===== config.mk =====
export PLATFORM = sky130hd
export DESIGN_NAME = reg_file_seq
export DESIGN_NICKNAME = d
export VERILOG_FILES = /design/src/rtl/reg_file_seq.sv
export SDC_FILE = /design/constraint.sdc
export NUM_CORES = 1
export LEC_CHECK = 0
export BUFFER_PORTS_ARGS = -buffer_cell sky130_fd_sc_hd__buf_4
export CAP_MARGIN = 20
export CORE_MARGIN = 3
export CORE_UTILIZATION = 45
export CTS_BUF_LIST = sky130_fd_sc_hd__clkbuf_4 sky130_fd_sc_hd__clkbuf_8
export CTS_CLUSTER_SIZE = 14
export DETAILED_ROUTE_END_ITERATION = 7
export PLACE_DENSITY_LB_ADDON = 0.1
export SETUP_SLACK_MARGIN = 0.1
export SLEW_MARGIN = 20
export SYNTH_ARGS = -nofsm -noshare
export SYNTH_HDL_FRONTEND = slang
export SYNTH_SLANG_ARGS = --single-unit

===== constraint.sdc =====
create_clock -name clk -period 2.9 [get_ports clk]
set_clock_uncertainty 0.05 [all_clocks]
set_input_delay 0.87 -clock clk [delete_from_list [all_inputs] [get_ports clk]]
set_output_delay 0.87 -clock clk [all_outputs]
set_load 0.1 [all_outputs]

===== src/rtl/reg_file_seq.sv =====
// Initiator-side sequencer for the 4-entry register file.
// Accepts one operation per handshake, walks the register-file read latency
// for its sources, computes the result and writes it back to the destination.
module reg_file_seq #(
  parameter int WIDTH = 9,
  parameter int NREG  = 4
) (
  input  logic             clk,
  input  logic             rst,
  input  logic             in_valid,
  output logic             in_ready,
  input  logic [1:0]       in_opcode,
  input  logic [2:0]       in_src1,
  input  logic [2:0]       in_src2,
  input  logic [2:0]       in_dst,
  input  logic [WIDTH-1:0] in_imm,
  input  logic [WIDTH-1:0] reg_val,
  output logic [2:0]       reg_sel,
  output logic [2:0]       reg_num,
  output logic [WIDTH-1:0] op1,
  output logic [WIDTH-1:0] result,
  output logic             done,
  output logic             err,
  output logic             ovf
);

  typedef enum logic [2:0] {
    S_IDLE, S_RD_A, S_RD_B, S_CAP1, S_CAP2, S_EXEC, S_WB, S_ERR
  } state_t;

  localparam logic [1:0] OP_ADD = 2'd0;
  localparam logic [1:0] OP_SUB = 2'd1;
  localparam logic [1:0] OP_MOV = 2'd2;
  localparam logic [1:0] OP_LDI = 2'd3;

  state_t           state, state_nx;
  logic [1:0]       op_q;
  logic [2:0]       src1_q, src2_q, dst_q;
  logic [WIDTH-1:0] imm_q;
  logic [WIDTH-1:0] opa, opb;
  logic [WIDTH-1:0] res_next;
  logic [WIDTH-1:0] result_q;
  logic             ovf_q;
  logic [WIDTH:0]   alu_out;

  // A register index is addressable only in 1..NREG; 0 means "no access".
  function automatic logic idx_ok(input logic [2:0] idx);
    return (idx != 3'd0) && (int'(idx) <= NREG);
  endfunction

  // One extra bit holds the ADD carry-out or, for SUB, the borrow.
  function automatic logic [WIDTH:0] alu(input logic [1:0] op,
                                         input logic [WIDTH-1:0] a,
                                         input logic [WIDTH-1:0] b);
    if (op == OP_SUB) return {1'b0, a} - {1'b0, b};
    return {1'b0, a} + {1'b0, b};
  endfunction

  assign alu_out = alu(op_q, opa, opb);
  assign result  = result_q;
  assign ovf     = ovf_q;

  // State register.
  always_ff @(posedge clk or posedge rst) begin
    if (rst) state <= S_IDLE;
    else     state <= state_nx;
  end

  // Capture the operation fields at the handshake.
  always_ff @(posedge clk or posedge rst) begin
    if (rst) begin
      op_q   <= '0;
      src1_q <= '0;
      src2_q <= '0;
      dst_q  <= '0;
      imm_q  <= '0;
    end else if (state == S_IDLE && in_valid) begin
      op_q   <= in_opcode;
      src1_q <= in_src1;
      src2_q <= in_src2;
      dst_q  <= in_dst;
      imm_q  <= in_imm;
    end
  end

  // Capture operands one cycle after their read select was presented.
  always_ff @(posedge clk or posedge rst) begin
    if (rst) begin
      opa <= '0;
      opb <= '0;
    end else begin
      case (state)
        S_RD_B, S_CAP1: opa <= reg_val;
        S_CAP2:         opb <= reg_val;
        default: ;
      endcase
    end
  end

  // Compute in EXEC, publish the held result at the end of WB.
  always_ff @(posedge clk or posedge rst) begin
    if (rst) begin
      res_next <= '0;
      result_q <= '0;
      ovf_q    <= 1'b0;
    end else begin
      if (state == S_EXEC) begin
        case (op_q)
          OP_ADD, OP_SUB: begin
            res_next <= alu_out[WIDTH-1:0];
            ovf_q    <= alu_out[WIDTH];
          end
          OP_MOV:  res_next <= opa;
          default: res_next <= imm_q;
        endcase
      end
      if (state == S_WB) result_q <= res_next;
    end
  end

  // Next-state logic and register-file port decode.
  always_comb begin
    state_nx = state;
    in_ready = 1'b0;
    reg_sel  = 3'd0;
    reg_num  = 3'd0;
    op1      = '0;
    done     = 1'b0;
    err      = 1'b0;
    case (state)
      S_IDLE: begin
        in_ready = 1'b1;
        if (in_valid) begin
          if (!idx_ok(in_dst))                                   state_nx = S_ERR;
          else if (in_opcode != OP_LDI && !idx_ok(in_src1))      state_nx = S_ERR;
          else if ((in_opcode == OP_ADD || in_opcode == OP_SUB) &&
                   !idx_ok(in_src2))                              state_nx = S_ERR;
          else if (in_opcode == OP_LDI)                           state_nx = S_EXEC;
          else                                                    state_nx = S_RD_A;
        end
      end
      S_RD_A: begin
        reg_sel  = src1_q;
        state_nx = (op_q == OP_MOV) ? S_CAP1 : S_RD_B;
      end
      S_RD_B: begin
        reg_sel  = src2_q;
        state_nx = S_CAP2;
      end
      S_CAP1:  state_nx = S_EXEC;
      S_CAP2:  state_nx = S_EXEC;
      S_EXEC:  state_nx = S_WB;
      S_WB: begin
        reg_num  = dst_q;
        op1      = res_next;
        done     = 1'b1;
        state_nx = S_IDLE;
      end
      S_ERR: begin
        done     = 1'b1;
        err      = 1'b1;
        state_nx = S_IDLE;
      end
      default: state_nx = S_IDLE;
    endcase
  end

endmodule

==> results.tsv <==
metric	value	unit
status	completed	
worstSetupEndpointType	flip-flop	
synth-edff-count	0	
seq_area_frac_synth	45.54	%
fp.dieH	91.60	microns
ios	60	
instances_no_fill	473	
wl	6.912	mm
fmax	0.3824	GHz
ys_types	43	
drcViolationCount	0	
routabilityCongestion	0.9094	
utilization	59.57	%
routed_via_density	5.199	
yosys-top-cells-area	dfrtp_1 (46%), mux2_2 (15%), ha_1 (3.8%)	
grt_pass1_wl	11.76	mm
clock_sinks	60	
finalSetupViolations	0	
startpoint	opb[0]$_DFFE_PP0N_	
grt_pass1_vias	2422	
synth-main-ff-cell	dfrtp_1	
async_flop_share	100.0	%
row_count	30	
fin_ws	0.2853	ns
drive_gt1_share	41.91	%
placed_cells	457	
max-slew-margin-rel	59.48	%
core	0.006944	sq mm
cts_buffers	9	
wl_per_cell	14.61	microns
portBuffers	59	
tns	0	ns
synth_nets	350	
yosysTopAreaCell	dfrtp_1	
syn_to_final_growth	25.46	%
start_util	47.48	%
diodes	0	
crit_fanout	9	
synth_top_area_share	45.54	%
cts_root_buf	clkbuf_8	
antenna_found_initial	0	
grt_max_degree	33	
synthCells	307	
hold_viol	0	
yosys_warnings	0	
vias	2459	
cap_violations	0	
cts_tree	done	
crit_type	flip-flop to flip-flop	
worst_pin_slew	0.6069	ns
cp.required	3.12	ns
dr.pass1.iters	4	
ant_nets	0	
fin_crit_sh	90.16	%
cts_hold_buffers	0	
synth_area	0.003297	sq mm
hp-class	flip-flop to flip-flop	
worstSkewPairLatency	0.34	ns
regToRegStartpoint	opb[0]$_DFFE_PP0N_	
hold_start	dst_q[1]$_DFFE_PP0P_	
post_cts_buffers	0	
place_ws	0.1877	ns
clk_pin_slew_worst_paths	0.07	ns
overflow	0	
dieArea	0.008390	sq mm
htreeDepth	3	
grt_use_total	17.67	%
syn_avg_cell_area	10.74	sq um
slew_violations	0	
final_nets	415	
dpl.hpwl	5.344	mm
cts.path.max_buffers	2	
period_minus_slack	2.615	ns
rsz0062_at_grt	no	
critical_path_arrival	2.84	ns
die_x	91.60	microns
drt_iter0_markers	132	
crit_path_start_kind	flip-flop	
ys_ff_latch	60	
[critical path, stage by stage, from the launching register on]
cell and delay, ns:
dfrtp_1 0.38, inv_1 0.07, ha_1 0.24, a31oi_1 0.21, xnor2_1 0.14, ha_1 0.34
a2111o_1 0.45, o311ai_2 0.27, mux2_4 0.34, nand3_2 0.06
[per-stage QoR]
stage                     instance area, sq um  hold WS, ns
after floorplan                           3326       0.4075
after global placement                    3919       0.4313
after detailed placement                  3919       0.4373
after CTS                                 4120       0.4544
after global routing                      4136       0.4624
final                                     4136       0.4508
[final timing paths]
check	endpoint	slack [ns]	cells after the start
worst max register to register	ovf$_DFFE_PP0P_	0.29	9
max in group asynchronous	opb[4]$_DFFE_PP0N_	1.66	3
min in group asynchronous	result[0]$_DFFE_PP0N_	0.55	2
worst min-delay path	dst_q[1]$_DFFE_PP0P_	0.45	1
worst max-delay path	ovf$_DFFE_PP0P_	0.29	9
worst min register to register	dst_q[1]$_DFFE_PP0P_	0.45	1
[flip-flops by register name, summed over array words and instances, names as in the netlist]
register	cells
dst_q	3
imm_q	9
op_q	2
opa	9
opb	9
ovf	1
res_next	9
result	9
src1_q	3
src2_q	3
state	3
[per-layer routing]
metal,up-vias,global-route usage (%),share of wire (%),routed length (microns)
li1,1220,-,-,-
met1,1185,24.55,50,3451
met2,45,26.42,44,3075
met3,9,3.231,3.8,260
met4,0,8.668,1.8,124
met5,-,0,0,0
[cell usage in the layout (no fill, tap or decap), drive strengths merged, types with 2 or more instances in the layout]
| master | netlist | routed |
|---|---|---|
| clkinv | 0 | 3 |
| nor3 | 7 | 7 |
| a22oi | 5 | 5 |
| o21ai | 21 | 21 |
| dfrtp | 60 | 60 |
| nand3 | 2 | 2 |
| buf | 7 | 71 |
| clkbuf | 10 | 10 |
| nand2 | 18 | 18 |
| nor2b | 9 | 9 |
| nor3b | 4 | 4 |
| xor2 | 3 | 3 |
| a31oi | 4 | 4 |
| nor2 | 21 | 21 |
| inv | 10 | 10 |
| clkinvlp | 0 | 2 |
| and2 | 13 | 13 |
| a2111o | 2 | 2 |
| o21bai | 2 | 2 |
| a211oi | 3 | 3 |
| a21oi | 12 | 12 |
| mux2 | 46 | 46 |
| nand2b | 2 | 2 |
| o31ai | 3 | 3 |
| xnor2 | 10 | 10 |
| mux2i | 9 | 9 |
| ha | 10 | 10 |
[final cells by class]
type	instances	area [sq um]
Sequential cell	60	1501
Clock inverter	6	63.81
Fill cell	629	2808
Inverter	10	37.54
Timing Repair Buffer	71	545.5
Tap cell	96	120.1
Clock buffer	10	137.6
Multi-Input combinational cell	220	1730
[cells by family after synthesis]
group / after synthesis / share of synthesized area, %
AOI/OAI and AO/OA: 60 / 11.42
xor gates and xnor gates: 13 / 3.454
adders and majority gates: 11 / 4.402
buffers and inverters: 27 / 3.340
DFF: 60 / 45.54
muxes: 55 / 18.56
and+or+nand+nor: 81 / 13.28
[Yosys cell counts, types with 2 or more instances]
library cell / n
dfrtp_1: 60
mux2_2: 45
nor2_1: 21
o21ai_0: 21
nand2_1: 18
and2_1: 13
a21oi_1: 12
clkbuf_1: 10
ha_1: 10
inv_1: 10
xnor2_1: 10
mux2i_1: 9
nor2b_1: 9
buf_2: 7
nor3_1: 6
a22oi_1: 5
a31oi_1: 4
a211oi_1: 3
nor3b_1: 3
o31ai_1: 3
xor2_1: 3
a2111o_1: 2
nand2b_1: 2
o21bai_1: 2
[timing repair]
action | CTS | global route
hold endpoints to repair | 0 | 0
resized for setup | 0 | 4
setup endpoints to repair | 0 | 3
Power is not shown: default switching activity piles up to over one toggle a cycle in this logic, so the estimate is an artifact.
